--- src/rtl/shift_pkg.sv ---
// -----------------------------------------------------------------------------
// shift_pkg
//   Shared types for the iterative shift unit.
//   - shift_op_e    : operation encodings carried on the 2-bit op input
//   - shift_state_e : FSM states of shift_unit_iter
//   Build option: SHIFT_UNIT_ROTATE_EN selects whether OP_ROR rotates
//   (defined) or is a reserved pass-through (undefined). The encodings are
//   the same in both builds.
// -----------------------------------------------------------------------------
package shift_pkg;

  typedef enum logic [1:0] {
    OP_SLL = 2'b00,
    OP_SRL = 2'b01,
    OP_ROR = 2'b10,
    OP_SRA = 2'b11
  } shift_op_e;

  typedef enum logic [1:0] {
    ST_IDLE  = 2'b00,
    ST_SHIFT = 2'b01,
    ST_DONE  = 2'b10
  } shift_state_e;

endpackage : shift_pkg

--- src/rtl/shift_step.sv ---
// -----------------------------------------------------------------------------
// shift_step
//   Purely combinational single-step shifter used by shift_unit_iter while it
//   is in the SHIFT state. Shifts acc by d (0..STEP) according to op.
//
//   Parameters
//     XLEN : operand width in bits
//     STEP : largest distance d will ever carry
//   Ports
//     acc      in  XLEN              value being shifted
//     op       in  shift_op_e        SLL / SRL / SRA / ROR
//     d        in  $clog2(STEP)+1    distance for this step
//     next_acc out XLEN              acc shifted by d
//
//   Build option: SHIFT_UNIT_ROTATE_EN enables the OP_ROR rotate path.
//   Without it OP_ROR passes acc through unchanged (the top never issues a
//   non-zero step for that op in that build anyway).
// -----------------------------------------------------------------------------
module shift_step
  import shift_pkg::*;
#(
  parameter int XLEN = 32,
  parameter int STEP = 1
) (
  input  logic [XLEN-1:0]          acc,
  input  shift_op_e                op,
  input  logic [$clog2(STEP):0]    d,
  output logic [XLEN-1:0]          next_acc
);

  // NOTE: every signal written in an always_comb gets a default on entry;
  // any path that leaves it unassigned would otherwise infer a latch.
  always_comb begin
    next_acc = acc;
    case (op)
      OP_SLL: next_acc = acc << d;
      OP_SRL: next_acc = acc >> d;
      // The acc MSB is still the original sign bit because SRA only ever
      // replicates it, so each partial step sign-extends correctly.
      OP_SRA: next_acc = $signed(acc) >>> d;
`ifdef SHIFT_UNIT_ROTATE_EN
      // Shifting by XLEN (d == 0) yields zero, so d == 0 is a clean no-op.
      OP_ROR: next_acc = (acc >> d) | (acc << (XLEN - int'(d)));
`endif
      default: next_acc = acc;
    endcase
  end

endmodule : shift_step

--- src/rtl/shift_unit_iter.sv ---
// -----------------------------------------------------------------------------
// shift_unit_iter
//   Iterative shift unit for the execute stage (RV32I/RV64I SLL/SRL/SRA and
//   immediate forms). Applies up to STEP bits of shift per cycle so the
//   datapath stays small for large XLEN; valid/ready handshakes on both sides
//   let the pipeline stall on long shifts.
//
//   Parameters
//     XLEN    : operand/result width (power of 2, >= 8)
//     STEP    : maximum shift per SHIFT cycle (power of 2, 1..XLEN/2)
//     SHAMT_W : shift-amount width, fixed to $clog2(XLEN)
//   Ports
//     clk       in   rising-edge clock
//     reset     in   asynchronous, active-high reset
//     in_valid  in   request presented
//     in_ready  out  unit idle and able to accept (decode of state only)
//     op        in   00 SLL, 01 SRL, 11 SRA, 10 ROR / pass-through
//     operand   in   value to shift
//     shamt     in   unsigned shift amount
//     out_valid out  registered, result available
//     out_ready in   consumer takes the result
//     result    out  registered shifted value, held after the transfer
//     busy      out  high in SHIFT or DONE
//
//   Build option: SHIFT_UNIT_ROTATE_EN
//     defined   : op 10 rotates right, same latency as the shifts
//     undefined : op 10 returns operand unchanged with one-cycle latency
//
//   Timing: a request accepted at edge N raises out_valid after edge
//   N+1+ceil(shamt/STEP). The first DONE cycle loads result/out_valid from
//   acc; the transfer then happens on any later DONE edge with out_ready.
// -----------------------------------------------------------------------------
module shift_unit_iter
  import shift_pkg::*;
#(
  parameter  int XLEN    = 32,
  parameter  int STEP    = 1,
  localparam int SHAMT_W = $clog2(XLEN)
) (
  input  logic               clk,
  input  logic               reset,
  input  logic               in_valid,
  output logic               in_ready,
  input  logic [1:0]         op,
  input  logic [XLEN-1:0]    operand,
  input  logic [SHAMT_W-1:0] shamt,
  output logic               out_valid,
  input  logic               out_ready,
  output logic [XLEN-1:0]    result,
  output logic               busy
);

  localparam int                 DW       = $clog2(STEP) + 1;
  localparam logic [SHAMT_W-1:0] STEP_REM = SHAMT_W'(STEP);

  shift_state_e       state;
  shift_state_e       state_next;
  shift_op_e          op_q;
  logic [XLEN-1:0]    acc;
  logic [XLEN-1:0]    step_acc;
  logic [SHAMT_W-1:0] rem;
  logic [SHAMT_W-1:0] shamt_eff;
  logic [DW-1:0]      d;
  logic               accept;
  logic               last_step;
  logic               load_out;
  logic               take;

  // ---------------------------------------------------------------------------
  // Handshake decode
  // ---------------------------------------------------------------------------
  assign in_ready = (state == ST_IDLE);
  assign busy     = (state != ST_IDLE);
  assign accept   = in_ready && in_valid;

  // First DONE cycle publishes acc; later DONE cycles wait for out_ready.
  assign load_out = (state == ST_DONE) && !out_valid;
  assign take     = (state == ST_DONE) && out_valid && out_ready;

  // Without the rotate option op 10 is a pass-through: no shift cycles.
`ifdef SHIFT_UNIT_ROTATE_EN
  assign shamt_eff = shamt;
`else
  assign shamt_eff = (op == OP_ROR) ? '0 : shamt;
`endif

  // ---------------------------------------------------------------------------
  // Per-cycle distance: d = min(STEP, rem). DW never exceeds SHAMT_W because
  // STEP <= XLEN/2, so the slice of rem is always legal.
  // ---------------------------------------------------------------------------
  assign d         = (rem < STEP_REM) ? rem[DW-1:0] : DW'(STEP);
  assign last_step = (rem <= STEP_REM);

  shift_step #(
    .XLEN (XLEN),
    .STEP (STEP)
  ) u_step (
    .acc      (acc),
    .op       (op_q),
    .d        (d),
    .next_acc (step_acc)
  );

  // ---------------------------------------------------------------------------
  // Next-state logic
  // ---------------------------------------------------------------------------
  always_comb begin
    state_next = state;
    case (state)
      ST_IDLE: begin
        if (accept) begin
          state_next = (shamt_eff == '0) ? ST_DONE : ST_SHIFT;
        end
      end
      ST_SHIFT: begin
        if (last_step) begin
          state_next = ST_DONE;
        end
      end
      ST_DONE: begin
        if (take) begin
          state_next = ST_IDLE;
        end
      end
      default: state_next = ST_IDLE;
    endcase
  end

  // ---------------------------------------------------------------------------
  // State register and datapath
  // ---------------------------------------------------------------------------
  // NOTE: sequential state uses non-blocking assignments so every register
  // samples the pre-edge values, independent of statement order.
  always_ff @(posedge clk or posedge reset) begin
    if (reset) begin
      state     <= ST_IDLE;
      op_q      <= OP_SLL;
      rem       <= '0;
      // NOTE: acc is a single working register, not a memory array, so it is
      // reset along with the rest; it is also fully reloaded on every accept.
      acc       <= '0;
      out_valid <= 1'b0;
      result    <= '0;
    end else begin
      state <= state_next;

      if (accept) begin
        acc  <= operand;
        op_q <= shift_op_e'(op);
        rem  <= shamt_eff;
      end else if (state == ST_SHIFT) begin
        acc <= step_acc;
        rem <= rem - SHAMT_W'(d);
      end

      if (load_out) begin
        out_valid <= 1'b1;
        result    <= acc;
      end else if (take) begin
        // result intentionally keeps its last value after the transfer
        out_valid <= 1'b0;
      end
    end
  end

endmodule : shift_unit_iter

--- config.mk ---
export PLATFORM = sky130hd
export DESIGN_NAME = shift_unit_iter
export DESIGN_NICKNAME = d
export VERILOG_FILES = /design/src/rtl/shift_pkg.sv /design/src/rtl/shift_step.sv /design/src/rtl/shift_unit_iter.sv
export SDC_FILE = /design/constraint.sdc
export NUM_CORES = 1
export LEC_CHECK = 0
export CAP_MARGIN = 20
export CORE_UTILIZATION = 52
export DETAILED_ROUTE_END_ITERATION = 8
export PLACE_DENSITY = 0.81
export SLEW_MARGIN = 10
export SYNTH_ARGS = -nofsm -noshare
export SYNTH_HDL_FRONTEND = slang
export SYNTH_SLANG_ARGS = --single-unit
--- constraint.sdc ---
create_clock -name clk -period 2.36 [get_ports clk]
set_input_delay 0.236 -clock clk [delete_from_list [all_inputs] [get_ports clk]]
set_output_delay 0.236 -clock clk [all_outputs]
set_load 0.005 [all_outputs]
==> impl_metrics.tcl <==
set metrics [dict create \
    fin_area_sq_um 4922 \
    cpMaxStageDelayCell "nor3_1" \
    min_period_over_period_pct 83.18 \
    synth_compound_area_share_pct 16.77 \
    muxShareOfSynthArea_pct 9.254 \
    num-fill-cells 615 \
    r2r_cells 5 \
    avgSynthCellArea_sq_um 10.14 \
    placedInstanceArea_sq_um 4731 \
    port_buffers 77 \
    hp-class "primary input to asynchronous set/reset pin" \
    dr.pass1.iters 5 \
    dp_hpwl_um 6128 \
    first_global_vias 3276 \
    slew_headroom_pct 59.20 \
    p_sw_w 0.002824 \
    critPathArrivalTime_ns 2.20 \
    yosysWarnings 0 \
    drtIter0Drc 313 \
    syn-instance-count 384 \
    start_util_pct 53.68 \
    cts_hold_buffers 0 \
    post-place-ws_ns 0.4546 \
    synth_edf_count 0 \
    gp_congestion 0.7849 \
    ir_drop_mv 0.7431 \
    yosysSeqAreaShare_pct 47.56 \
    setup_viol 0 \
    timing.fmax_mhz 509.4 \
    grt.overflow.total 0 \
    ys_ff_latch 74 \
    grt_pass1_wl_um 15500 \
    tightestPinTransition_ns 0.6073 \
    reg2reg_slack_ns 0.40 \
    clockRootBuffer "clkbuf_8" \
    cts_setup_buffers 0 \
    rsz0062_at_grt "no" \
    timing.final.ws_setup_ns 0.3969 \
    area_growth_pct 26.41 \
    powerDensity_nw_per_um2 1418 \
    drv_cap 0 \
    async_flop_share_pct 100.0 \
    antenna_left 0 \
    slowest_delay_ns 0.54 \
    sw_frac_of_total_pct 40.44 \
    r2r_start "rem[0]$_DFFE_PP0N_" \
    vias 3351 \
    synthDistinctLibCells 39 \
    layout.nets 498 \
    final_common_cell "clkdlybuf4s50_1" \
    syn-num-nets 430 \
    clock_skew_ns 0.01177 \
    core_area_sq_um 7253 \
    rows 31 \
    r2r_end "acc[30]$_DFFE_PP0P_" \
    fin_crit_ns 1.963 \
    n_antenna_cell 0 \
    io-pin-count 78 \
    tns_ns 0 \
    clkTransAtPathRegs_ns 0.08 \
    synth_area_sq_um 3894 \
    worstSetupEndpointType "flop" \
    grt_max_degree 34 \
    drive_gt1_share_pct 15.10 \
    die-height_um 88.53 \
    synth_xor_xnor_area_share_pct 0.2249 \
    cp.required_ns 2.60 \
    outcome "complete, no violations" \
    cts_tree "built" \
    clk-insertion-delay-late_ns 0.35 \
    critPathMaxFanout 33 \
    p_total_w 0.006982 \
    worst_setup_path_start_kind "flop" \
    crit_chain "nor3_1 > a311oi_4 > buf_4 > o2111a_1 > a221o_1" \
    ys.flop_type "dfrtp_1" \
    grt_usage_pct 25.74 \
    antenna_found_initial 0 \
    final_cell_mix "clkdlybuf4s50_1 (77), dfrtp_1 (74), nand2_1 (68)" \
    finalWirelength_um 9221 \
    intPower_w 0.004158 \
    clock_path_buffers 2 \
    routedWlPerCell_um 16.58 \
    die-area_sq_um 7838 \
    synth_top_family_by_area "simple AND/OR/NAND/NOR gates" \
    hold_viol_final 0 \
    cts-resized-gates 0 \
    cts.htree.levels 3 \
    drv_slew 0 \
    crit_type "flop to flop" \
    clkPwrFrac_pct 13.8 \
    die_w_um 88.53 \
    power.leakage_nw 1.972 \
    numCtsBuffers 9 \
    drc_errors 0 \
    synth_fa_ha_area_share_pct 0.9640 \
    cts.sinks 74 \
    p_seq_share_pct 35.7 \
    power_frac_comb_pct 50.5 \
    vias_per_cell 6.027 \
    yosys.area_share.simple_pct 20.47 \
]
-- cell usage after synthesis, types with 2 or more instances --
master      n  area (sq um)
inv_1       4         15.01
ha_1        3         37.54
a21oi_1     4         20.02
nor3_1      2         10.01
buf_2      10         50.05
buf_6       3         33.78
o211ai_1   30         225.2
o21ai_0     5         25.02
clkbuf_1   17         63.81
a221o_1     2         20.02
nand2_1    68         255.2
o2111a_1    2         22.52
or3_1      60         375.4
buf_4       3         22.52
dfrtp_1    74          1852
nor2_1      8         30.03
nand3_1     5         25.02
a31oi_1     3         18.77
nand2b_1    3         18.77
mux2_2     32         360.4
o2111ai_1  28         245.2
-- flip-flops by register name (all words and copies together), names as in the netlist --
register   flops
out_valid      1
state          2
result        32
op_q           2
rem            5
acc           32
-- power by group through the flow --
stage	logic, W	registers [W]	clock network (W)
4_1_cts	0.00353	0.00248	0.000985
2_1_floorplan	0.00249	0.00235	0
5_1_grt	0.00390	0.00258	0.00104
3_3_place_gp	0.00336	0.00245	0
6_report	0.00352	0.00249	0.000964
3_5_place_dp	0.00350	0.00249	0
-- critical path: cells and delay by family (launching register included) --
| family | cells | cell delay [ns] |
|---|---|---|
| AO/OA/AOI/OAI | 3 | 0.60 |
| AND/OR/NAND/NOR | 1 | 0.54 |
| flip-flops | 1 | 0.43 |
| buffers and inverters | 1 | 0.28 |
-- layout make-up --
| type | count | area, sq um | area share (%) |
|---|---|---|---|
| flip-flops and latches | 74 | 1852 | 37.62 |
| clock buffers | 9 | 123.9 | 2.517 |
| well taps | 99 | 123.9 | 2.517 |
| repair buffers | 90 | 880.8 | 17.90 |
| clock inverters | 7 | 67.56 | 1.373 |
| multi-input cells | 273 | 1859 | 37.77 |
| inverters | 4 | 15.01 | 0.3050 |
-- cell families (layout without fill, tap and decap cells) --
group	Yosys count	after routing
AOI/OAI and AO/OA	81	81
and+or+nand+nor	156	156
buffers and inverters	37	110
muxes	32	32
adders and majority gates	3	3
DFF	74	74
xor gates and xnor gates	1	1
-- per-layer routing --
| metal | routed length (um) | GRT usage [%] |
|---|---|---|
| met1 | 4081 | 34.80 |
| met3 | 586 | 5.224 |
| met5 | 0 | 0 |
| met2 | 4399 | 40.49 |
| met4 | 155 | 10.85 |
-- stage by stage --
step	utilization (%)	hold slack (ns)	cells
3_5_place_dp	65.22	0.4951	540
3_3_place_gp	65.22	0.4887	540
6_report	67.86	0.2039	556
4_1_cts	67.86	0.2010	556
5_1_grt	67.86	0.2329	556
2_1_floorplan	-	0.3414	384
-- worst max-delay path by stage --
stage / startpoint / end / cells past startpoint
after floorplan: reset / acc[0]$_DFFE_PP0P_ / 1
after global placement: op_q[1]$_DFFE_PP0P_ / acc[1]$_DFFE_PP0P_ / 7
after detailed placement: op_q[1]$_DFFE_PP0P_ / acc[30]$_DFFE_PP0P_ / 7
after CTS: rem[0]$_DFFE_PP0N_ / acc[30]$_DFFE_PP0P_ / 5
after global routing: rem[0]$_DFFE_PP0N_ / acc[1]$_DFFE_PP0P_ / 5
final: rem[0]$_DFFE_PP0N_ / acc[30]$_DFFE_PP0P_ / 5
Power figures use the tool's default switching activity.
